File: config.mk
export PLATFORM = sky130hd
export DESIGN_NAME = oversample_filter
export DESIGN_NICKNAME = d
export VERILOG_FILES = /design/src/rtl/oversample_filter_pkg.sv /design/src/rtl/os_chan_mem.sv /design/src/rtl/oversample_filter.sv
export SDC_FILE = /design/constraint.sdc
export NUM_CORES = 1
export LEC_CHECK = 0
export CORE_ASPECT_RATIO = 0.75
export CORE_MARGIN = 3
export CORE_UTILIZATION = 45
export DETAILED_ROUTE_END_ITERATION = 12
export PLACE_DENSITY = 0.67
export SETUP_SLACK_MARGIN = 0.5
export SLEW_MARGIN = 10
export SYNTH_ARGS = -nofsm -noshare
export SYNTH_HDL_FRONTEND = slang
export SYNTH_SLANG_ARGS = --single-unit
File: constraint.sdc
create_clock -name clk_in -period 3.1 [get_ports clk_in]
set_input_delay 0.31 -clock clk_in [delete_from_list [all_inputs] [get_ports clk_in]]
set_output_delay 0.31 -clock clk_in [all_outputs]
set_load 0.02 [all_outputs]
File: src/rtl/oversample_filter_pkg.sv
`default_nettype none
// +------------------------------------------------------------------+
// | Module : oversample_filter_pkg                                   |
// | Brief  : Shared host endpoint addresses and host-command decode  |
// |          type for the oversample (boxcar decimation) filter.     |
// | Rev    : 1.0  initial release                                    |
// +------------------------------------------------------------------+
package oversample_filter_pkg;

  // Host write endpoints owned by the oversample filter
  localparam logic [15:0] OS_RATIO_ADDR    = 16'h0040;
  localparam logic [15:0] OS_CLR_RQST_ADDR = 16'h0041;

  // Decoded host request for the current cycle
  typedef enum logic [1:0] {
    HOST_NOP   = 2'd0,
    HOST_RATIO = 2'd1,
    HOST_CLEAR = 2'd2
  } host_cmd_e;

endpackage
`default_nettype wire

File: src/rtl/os_chan_mem.sv
`default_nettype none
// +------------------------------------------------------------------+
// | Module : os_chan_mem                                             |
// | Brief  : Per-channel running sum / sample count store with one   |
// |          registered read port, one accumulate write port, a      |
// |          channel clear port and a write->read bypass so a read   |
// |          issued in the same cycle as a write sees the new value. |
// | Rev    : 1.0  initial release                                    |
// +------------------------------------------------------------------+
module os_chan_mem #(
  parameter int N_CHAN = 8,
  parameter int W_IDX  = 3,
  parameter int W_SUM  = 33,
  parameter int W_CNT  = 15
) (
  input  logic             clk_in,
  input  logic             rst_in,
  // registered read (fetch stage)
  input  logic [W_IDX-1:0] rd_idx,
  output logic [W_SUM-1:0] rd_sum,
  output logic [W_CNT-1:0] rd_cnt,
  // accumulate writeback
  input  logic             wr_en,
  input  logic [W_IDX-1:0] wr_idx,
  input  logic [W_SUM-1:0] wr_sum,
  input  logic [W_CNT-1:0] wr_cnt,
  // channel clear, takes priority over a writeback to the same channel
  input  logic             clr_en,
  input  logic [W_IDX-1:0] clr_idx
);

  logic [W_SUM-1:0] r_sum_mem [N_CHAN];
  logic [W_CNT-1:0] r_cnt_mem [N_CHAN];
  logic [W_SUM-1:0] r_rd_sum;
  logic [W_CNT-1:0] r_rd_cnt;

  // Storage update: writeback first, clear last so the clear wins on a collision
  always_ff @(posedge clk_in) begin
    if (rst_in) begin
      for (int i = 0; i < N_CHAN; i++) begin
        r_sum_mem[i] <= '0;
        r_cnt_mem[i] <= '0;
      end
    end else begin
      if (wr_en) begin
        r_sum_mem[wr_idx] <= wr_sum;
        r_cnt_mem[wr_idx] <= wr_cnt;
      end
      if (clr_en) begin
        r_sum_mem[clr_idx] <= '0;
        r_cnt_mem[clr_idx] <= '0;
      end
    end
  end

  // Registered read with bypass of whatever is being written this same cycle
  always_ff @(posedge clk_in) begin
    if (rst_in) begin
      r_rd_sum <= '0;
      r_rd_cnt <= '0;
    end else if (clr_en && (clr_idx == rd_idx)) begin
      r_rd_sum <= '0;
      r_rd_cnt <= '0;
    end else if (wr_en && (wr_idx == rd_idx)) begin
      r_rd_sum <= wr_sum;
      r_rd_cnt <= wr_cnt;
    end else begin
      r_rd_sum <= r_sum_mem[rd_idx];
      r_rd_cnt <= r_cnt_mem[rd_idx];
    end
  end

  assign rd_sum = r_rd_sum;
  assign rd_cnt = r_rd_cnt;

endmodule
`default_nettype wire

File: src/rtl/oversample_filter.sv
`default_nettype none
// +------------------------------------------------------------------+
// | Module : oversample_filter                                       |
// | Brief  : Per-channel boxcar decimator. Accumulates 2^os samples  |
// |          per channel from a time-multiplexed dv/chan/data stream |
// |          and emits their floor average in the same format.       |
// |          Two pipe stages: fetch (P1) and accumulate/emit (P2).   |
// | Rev    : 1.0  initial release                                    |
// +------------------------------------------------------------------+
module oversample_filter
  import oversample_filter_pkg::*;
#(
  parameter int W_CHAN    = 5,
  parameter int N_CHAN    = 8,
  parameter int W_DIN     = 18,
  parameter int MAX_OS    = 15,
  parameter int W_WR_ADDR = 16,
  parameter int W_WR_CHAN = 16,
  parameter int W_WR_DATA = 48
) (
  input  logic                    clk_in,
  input  logic                    rst_in,
  input  logic                    dv_in,
  input  logic [W_CHAN-1:0]       chan_in,
  input  logic signed [W_DIN-1:0] data_in,
  input  logic                    wr_en,
  input  logic [W_WR_ADDR-1:0]    wr_addr,
  input  logic [W_WR_CHAN-1:0]    wr_chan,
  input  logic [W_WR_DATA-1:0]    wr_data,
  output logic                    dv_out,
  output logic [W_CHAN-1:0]       chan_out,
  output logic signed [W_DIN-1:0] data_out
);

  localparam int W_SUM = W_DIN + MAX_OS;
  localparam int W_OS  = $clog2(MAX_OS + 1);
  localparam int W_IDX = (N_CHAN > 1) ? $clog2(N_CHAN) : 1;
  localparam logic [MAX_OS-1:0] CNT_ONES = {MAX_OS{1'b1}};

  // ---------------------------------------------------------------- host
  host_cmd_e        w_cmd;
  logic             w_wr_chan_ok;
  logic             w_clr;
  logic [W_IDX-1:0] w_wr_idx;
  logic [W_OS-1:0]  w_os_req;

  assign w_wr_chan_ok = ({1'b0, wr_chan} < (W_WR_CHAN + 1)'(N_CHAN));
  assign w_wr_idx     = wr_chan[W_IDX-1:0];
  // A ratio write restarts the channel, so it clears exactly like a clear request
  assign w_clr        = (w_cmd != HOST_NOP);

  // Decode the host write into a ratio update, a clear or nothing
  always_comb begin
    w_cmd = HOST_NOP;
    if (wr_en && w_wr_chan_ok) begin
      if (wr_addr == W_WR_ADDR'(OS_RATIO_ADDR)) begin
        w_cmd = HOST_RATIO;
      end else if ((wr_addr == W_WR_ADDR'(OS_CLR_RQST_ADDR)) && wr_data[0]) begin
        w_cmd = HOST_CLEAR;
      end
    end
  end

  // Saturate the whole requested ratio so out-of-range requests land on MAX_OS
  always_comb begin
    w_os_req = wr_data[W_OS-1:0];
    if (wr_data > W_WR_DATA'(MAX_OS)) begin
      w_os_req = W_OS'(MAX_OS);
    end
  end

  logic [W_OS-1:0] r_os_mem [N_CHAN];

  // Per-channel log2 ratio; zero after reset means pass-through
  always_ff @(posedge clk_in) begin
    if (rst_in) begin
      for (int i = 0; i < N_CHAN; i++) begin
        r_os_mem[i] <= '0;
      end
    end else if (w_cmd == HOST_RATIO) begin
      r_os_mem[w_wr_idx] <= w_os_req;
    end
  end

  // ---------------------------------------------------------------- P1
  logic             w_in_chan_ok;
  logic             w_in_take;
  logic [W_IDX-1:0] w_in_idx;

  assign w_in_chan_ok = ({1'b0, chan_in} < (W_CHAN + 1)'(N_CHAN));
  assign w_in_idx     = chan_in[W_IDX-1:0];
  // Out-of-range channels are dropped; a sample colliding with a clear is lost
  assign w_in_take    = dv_in && w_in_chan_ok && !(w_clr && (w_wr_idx == w_in_idx));

  logic                    r_p1_dv;
  logic [W_CHAN-1:0]       r_p1_chan;
  logic signed [W_DIN-1:0] r_p1_data;
  logic [W_OS-1:0]         r_p1_os;

  // Fetch stage: capture the sample and its channel ratio
  always_ff @(posedge clk_in) begin
    if (rst_in) begin
      r_p1_dv   <= 1'b0;
      r_p1_chan <= '0;
      r_p1_data <= '0;
      r_p1_os   <= '0;
    end else begin
      r_p1_dv <= w_in_take;
      if (w_in_take) begin
        r_p1_chan <= chan_in;
        r_p1_data <= data_in;
        r_p1_os   <= r_os_mem[w_in_idx];
      end
    end
  end

  // ---------------------------------------------------------------- P2
  logic [W_SUM-1:0]        w_rd_sum;
  logic [MAX_OS-1:0]       w_rd_cnt;
  logic [W_IDX-1:0]        w_p1_idx;
  logic                    w_p2_kill;
  logic                    w_p2_go;
  logic signed [W_SUM-1:0] w_sum_next;
  logic [MAX_OS-1:0]       w_cnt_next;
  logic [MAX_OS-1:0]       w_cnt_lim;
  logic                    w_last;
  logic signed [W_DIN-1:0] w_avg;
  logic [W_SUM-1:0]        w_wb_sum;
  logic [MAX_OS-1:0]       w_wb_cnt;

  assign w_p1_idx   = r_p1_chan[W_IDX-1:0];
  assign w_p2_kill  = w_clr && (w_wr_idx == w_p1_idx);
  assign w_p2_go    = r_p1_dv && !w_p2_kill;
  assign w_sum_next = $signed(w_rd_sum) + $signed({{MAX_OS{r_p1_data[W_DIN-1]}}, r_p1_data});
  assign w_cnt_next = w_rd_cnt + 1'b1;
  // Block is complete when the count already holds 2^os - 1 earlier samples
  assign w_cnt_lim  = CNT_ONES >> (W_OS'(MAX_OS) - r_p1_os);
  assign w_last     = (w_rd_cnt == w_cnt_lim);
  // Arithmetic shift floors toward minus infinity; result always fits W_DIN
  assign w_avg      = W_DIN'(w_sum_next >>> r_p1_os);
  assign w_wb_sum   = w_last ? '0 : w_sum_next;
  assign w_wb_cnt   = w_last ? '0 : w_cnt_next;

  os_chan_mem #(
    .N_CHAN (N_CHAN),
    .W_IDX  (W_IDX),
    .W_SUM  (W_SUM),
    .W_CNT  (MAX_OS)
  ) u_chan_mem (
    .clk_in  (clk_in),
    .rst_in  (rst_in),
    .rd_idx  (w_in_idx),
    .rd_sum  (w_rd_sum),
    .rd_cnt  (w_rd_cnt),
    .wr_en   (w_p2_go),
    .wr_idx  (w_p1_idx),
    .wr_sum  (w_wb_sum),
    .wr_cnt  (w_wb_cnt),
    .clr_en  (w_clr),
    .clr_idx (w_wr_idx)
  );

  logic                    r_dv_out;
  logic [W_CHAN-1:0]       r_chan_out;
  logic signed [W_DIN-1:0] r_data_out;

  // Emit stage: strobe on block completion, hold channel/data otherwise
  always_ff @(posedge clk_in) begin
    if (rst_in) begin
      r_dv_out   <= 1'b0;
      r_chan_out <= '0;
      r_data_out <= '0;
    end else begin
      r_dv_out <= w_p2_go && w_last;
      if (w_p2_go && w_last) begin
        r_chan_out <= r_p1_chan;
        r_data_out <= w_avg;
      end
    end
  end

  assign dv_out   = r_dv_out;
  assign chan_out = r_chan_out;
  assign data_out = r_data_out;

endmodule
`default_nettype wire

# ---- Word-level counts from Yosys, hierarchy flattened
# Memories as Yosys holds them, arrays and structs flattened. A register that Yosys moved wholly into a read port is not among the register bits.
# Index checks and enable logic that the tools add are counted.
dict set report op_classes {
  n_addsub 3
  mul 0
  div 0
  n_lt_le_gt_ge 3
  n_eq_ne 6
  shift 2
  muxes 32
  bitwise 0
  reduce_logical 17
}
# operator count
set op_table {}
lappend op_table {{$mux 33} 3}
lappend op_table {{$reduce_or 33->1} 2}
lappend op_table {{$gt 48x4->1 const B} 1}
lappend op_table {{$mux 15} 3}
lappend op_table {{$add 33x18->33} 1}
lappend op_table {{$sshr 33x4->18} 1}
lappend op_table {{$eq 16x7->1 const B} 2}
lappend op_table {{$reduce_or 15->1} 2}
lappend op_table {{$lt 16x4->1 const B} 1}
lappend op_table {{$mux 1} 16}
lappend op_table {{$add 15x1->15 const B} 1}
lappend op_table {{$eq 15x15->1} 1}
lappend op_table {{$mux 3} 5}
lappend op_table {{$shr 15x4->15 const A} 1}
lappend op_table {{$logic_and 1x1->1} 8}
lappend op_table {{$mux 4} 2}
lappend op_table {{$eq 3x3->1} 2}
lappend op_table {{$mux 2} 3}
lappend op_table {{$lt 5x4->1 const B} 1}
lappend op_table {{$reduce_or 4->1} 1}
lappend op_table {{$sub 4x4->4 const A} 1}
lappend op_table {{$eq 2x1->1 const B} 1}
lappend op_table {{$logic_not 1->1} 2}
lappend op_table {{$reduce_bool 2->1} 1}
lappend op_table {{$reduce_or 2->1} 1}
dict set report totals {
  reg_bits 48
  latch_bits 0
  mem_bits_rw 416
  mem_bits_ro 0
  output_inout_bits 24
  memories 3
}
# name depth width read_ports rd_ports_with_merged_regs write_ports line_no
set mem_list {}
lappend mem_list {u_chan_mem.r_sum_mem 8 33 1 1 8 os_chan_mem.sv:32} ;# logic [W_SUM-1:0] r_sum_mem [N_CHAN];
lappend mem_list {u_chan_mem.r_cnt_mem 8 15 1 1 8 os_chan_mem.sv:33} ;# logic [W_CNT-1:0] r_cnt_mem [N_CHAN];
lappend mem_list {r_os_mem 8 4 1 1 8 oversample_filter.sv:72} ;# logic [W_OS-1:0] r_os_mem [N_CHAN];

# ---- Depth between registers and ports, before layout
dict set report depth {
  ltp_word 14
  ltp_mapped 13
  ltp_nobuf 13
}

# ---- Modules after synthesis
# Synthesis repeated with hierarchy kept, for this count alone.
dict set report hier_totals {
  hier_cells 3188
  area_unflattened_um2 27133.5
}
# mod n_inst cells_per_inst area_each_um2 seq_area_each_um2
set modules_own_cells {}
lappend modules_own_cells {os_chan_mem 1 2229 19459.9 8648.3}
lappend modules_own_cells {oversample_filter 1 959 7673.6 2001.9}

# ---- Worst setup path after synthesis
# No wires, ideal clock.
dict set report synth_timing {
  path_kind {flip-flop to flip-flop}
  start {register r_p1_data[17]}
  end {register r_data_out[15] (netlist: data_out[15])}
  setup_time_ps 123
  t_arrival_ps 2953
  required_time_ps 2977
  slack_ps 24
  stages_incl_launch_ff 13
  path_buffers 1
  synth_period_minus_slack_ps 3076
  path_cell_list {dfxtp_1 > ha_1 > buf_4 > a21oi_1 > o211ai_1 > a41oi_1 > a2bb2oi_1 > o211ai_1 > xor2_1 > mux2i_1 > o221ai_2 > a2111oi_2 > nor2_1}
}
dict set report synth_between {
  elab_chain_len 2
}
# item line_no
set synth_rtl {}
lappend synth_rtl {{start: declaration} oversample_filter.sv:97} ;# logic signed [W_DIN-1:0] r_p1_data;
lappend synth_rtl {{start signal: assignment} oversample_filter.sv:111} ;# r_p1_data <= data_in;
lappend synth_rtl {{$add 33x18->33} oversample_filter.sv:134} ;# assign w_sum_next = $signed(w_rd_sum) + $signed({{MAX_OS{r_p1_data[W_DIN-1]}}, r_p1_data});
lappend synth_rtl {{$sshr 33x4->18} oversample_filter.sv:140} ;# assign w_avg = W_DIN'(w_sum_next >>> r_p1_os);
lappend synth_rtl {{end signal: assignment} oversample_filter.sv:177} ;# r_data_out <= w_avg;
lappend synth_rtl {{end: declaration} oversample_filter.sv:165} ;# logic signed [W_DIN-1:0] r_data_out;
# No other way between the ends.
# A chain may end at the register's enable or synchronous reset.

# ---- Worst setup path after layout
dict set report layout_timing {
  start {register r_p1_data[0]}
  end {register r_data_out[11] (netlist: data_out[11])}
}
# Same word-level chain as after synthesis.

==> flow_summary.ini <==
[run_status]
status = finished, violations left
violations = negative setup slack

[timing]
worst_pin_slew_ns = 1.34
relSlewSlack_pct = 10.7
period_share_pct = 103
rsz0062_at_grt = true
fin_skew_ns = 0.0402
finalSetupViolations = 10
finalHoldViolations = 0
drv_slew = 0
fin_crit_ns = 3.19
fin_setup_tns_ns = -0.391
fin_ws_ns = -0.0872
fmax_mhz = 314

[worst_setup_path]
r2r_end = data_out[11]
critPathArrivalTime_ns = 3.73
reg2reg_from = r_p1_data[0]
r2r_cells = 13
crit_path_end_kind = flip-flop
start_kind = flip-flop
crit_path_max_fanout = 5
reg2reg_slack_ns = -0.09
critical_path_class = flip-flop to flip-flop
startpoint = r_p1_data[0]
worstPathRequired_ns = 3.64
crit_end = data_out[11]

[detailed_routing]
drcViolationCount = 0
postRouteAntennaNets = 0
routed_wl_um = 98600
wl_met2_um = 43300
vias = 25800
vias_per_cell = 6.24
wl_per_cell_um = 23.9
met3_length_um = 11800
first_pass_iters = 6
wl_met1_um = 40600
highest_layer = met5
drtIter0Drc = 3265

[final_layout]
final_area_sq_um = 34500
post-route-util_pct = 61.1
area_growth_pct = 32.9
fin_nets = 3460
n_antenna_cell = 0
layout-drive-gt1-share_pct = 27.4

[synthesis]
ys_types = 91
synth-edff-count = 32
synth_top_family_by_area = simple AND/OR/NAND/NOR gates
ys_async_sr_fraction_pct = 0
syn_nets = 3202
syn-cell-area_sq_um = 26000
synth_top_area_share_pct = 37.3
synth.area.top_cells = dfxtp_1, mux4_2, a21oi_1, nand3_1, nand2_1
synth_top_area_cell = dfxtp_1
synthAdderAreaFrac_pct = 1.66
synth-seq-area-share_pct = 41.0
syn_avg_cell_area_sq_um = 8.49
synth-simple-area-share_pct = 21.7
synthMuxAreaShare_pct = 13.8
synth_flop_cell = dfxtp_1
synth-xor-area-share_pct = 1.75
synth_cells = 3061
yosysWarnings = 0
ys_ff_latch = 516
synth-compound-area-share_pct = 15.5

[grt]
grt_pass1_vias = 24700
grt_usage_pct = 30.2
grt_max_degree = 101
grt_pass1_wl_um = 145000
antenna_found_initial = 1
overflow = 0

[clock_tree]
path_clk_slew_ns = 0.07
cts_tree = yes
ctsLongestPathBuffers = 3
clockRootBuffer = clkbuf_16
insertion_delay_ns = 0.64
cts-buffers-inserted = 52
clkSinkCount = 516
clock_tree.htree_level_count = 2

[pwr]
ir_drop_mv = 0.399
p_per_area_nw_per_um2 = 429
p_leak_nw = 12.9

[placement]
dp_hpwl_um = 60400
place.gp.congestion = 0.934
place_area_sq_um = 30100
port_buffers = 130

[die]
die_y_um = 214
io_pins = 131
dieArea_sq_um = 60700
start_util_pct = 46.0
dieWidth_um = 284
core_area_sq_um = 56500
num_rows = 75

[job]
maxCapViolCount = 0

[min_path]
hold_path_class = input pin to flip-flop
## state kept, by name (all words and copies together), names as in the netlist
register / flops
dv_out: 1
r_os_mem: 32
chan_out: 5
r_p1_dv: 1
u_chan_mem.r_sum_mem: 264
u_chan_mem.r_cnt_mem: 120
u_chan_mem.rd_cnt: 15
r_p1_chan: 5
u_chan_mem.rd_sum: 33
r_p1_data: 18
data_out: 18
r_p1_os: 4
## cell usage after synthesis (4+ instances only)
library cell	count
nor4_1	17
o21a_1	7
a31oi_1	28
nor3_1	19
buf_4	7
o21ai_1	9
o211a_1	4
mux4_2	111
a22oi_1	4
dfxtp_1	484
and3_1	22
or3_1	9
edfxtp_1	32
buf_1	32
nand3_1	373
nand2b_1	18
mux2i_1	91
o2111ai_1	5
clkbuf_1	206
o21ai_0	36
mux2_2	16
nor2b_1	21
buf_2	31
nor2_2	8
a211oi_1	64
a21oi_1	419
a32oi_1	8
nor2_1	283
o211ai_1	18
ha_1	33
a21o_1	13
a2bb2oi_1	4
o221ai_1	4
o22ai_1	4
xnor2_1	30
nand2_1	449
nand4_1	15
and2_1	8
inv_1	17
xor2_1	20
a22o_1	5
## cell usage in the layout (no fill, tap or decap), drive strengths merged, types with 33 or more instances in the layout
| cell | Yosys | routed |
|---|---|---|
| clkdlybuf4s50 | 0 | 126 |
| dfxtp | 484 | 484 |
| a21oi | 421 | 421 |
| o21ai | 46 | 46 |
| a211oi | 65 | 65 |
| nand3 | 374 | 374 |
| nand2 | 449 | 449 |
| clkbuf | 208 | 81 |
| nor2 | 291 | 296 |
| mux2i | 91 | 91 |
| buf | 71 | 348 |
| ha | 33 | 33 |
| mux4 | 111 | 111 |
## cell type report
cell class,instances,area (sq um)
Clock buffer,79,1530
Sequential cell,516,10700
Timing Repair Buffer,477,4890
Clock inverter,17,253
Inverter,19,78.8
Tap cell,770,963
Fill cell,4717,21900
Multi-Input combinational cell,2253,16200
## logic make-up after synthesis
family	after synthesis
xor gates and xnor gates	51
adders and majority gates	34
muxes	218
DFF	516
buffers and inverters	298
AOI/OAI and AO/OA	679
and+or+nand+nor	1265
## stage by stage
| stage | instances | hold slack [ns] | power (W) | setup slack [ns] |
|---|---|---|---|---|
| finish | 4131 | 0.112 | 0.0148 | -0.0872 |
| global route | 4131 | 0.135 | 0.0152 | -0.228 |
| CTS | 4089 | 0.0780 | 0.0147 | 0.0169 |
| detailed placement | 3961 | 0.446 | 0.00803 | -0.284 |
| global placement | 3960 | 0.442 | 0.00801 | -0.309 |
| floorplan | 3061 | 0.432 | 0.00754 | 0.208 |
## metal layers
metal | vias up | track usage (%)
met5 | - | 0
met4 | 4 | 10.1
met3 | 247 | 8.06
met2 | 1507 | 45.9
met1 | 12600 | 41.8
li1 | 11500 | -
## how the worst min path moves through the flow
stage	slack, ns	depth (start not counted)	startpoint	end
CTS	0.08	4	rst_in	data_out[15]
finish	0.11	4	rst_in	data_out[15]
global placement	0.44	2	data_out[0]	data_out[0]
floorplan	0.43	2	r_p1_chan[3]	chan_out[3]
detailed placement	0.45	2	r_p1_chan[3]	chan_out[3]
global route	0.14	4	rst_in	data_out[15]
## worst max-delay path: stages, from the launching register on
cell       delay [ns]
dfxtp_2          0.35
ha_4             0.14
inv_2            0.03
fa_2             0.32
and2b_2          0.26
o2111ai_4        0.18
a211oi_2         0.34
o21ai_2          0.16
o211ai_1         0.24
xor2_1           0.28
mux2i_2          0.17
o211ai_1         0.25
o2111ai_2        0.19
a21oi_1          0.17
## power breakdown
group	total [W]	internal [W]	switching (W)
Combinational	0.00143	0.000634	0.000797
Clock	0.00663	0.00376	0.00287
Sequential	0.00676	0.00673	0.0000294
## what timing repair did
item                                    in CTS  in global routing
pin swaps                                   81                119
hold buffers                                 0                  0
buffers inserted                            28                 34
gates cloned                                 4                  8
endpoints found under the setup margin     447                448
gates resized for setup                    202                258
No activity file was read; power rests on OpenSTA's default activity.
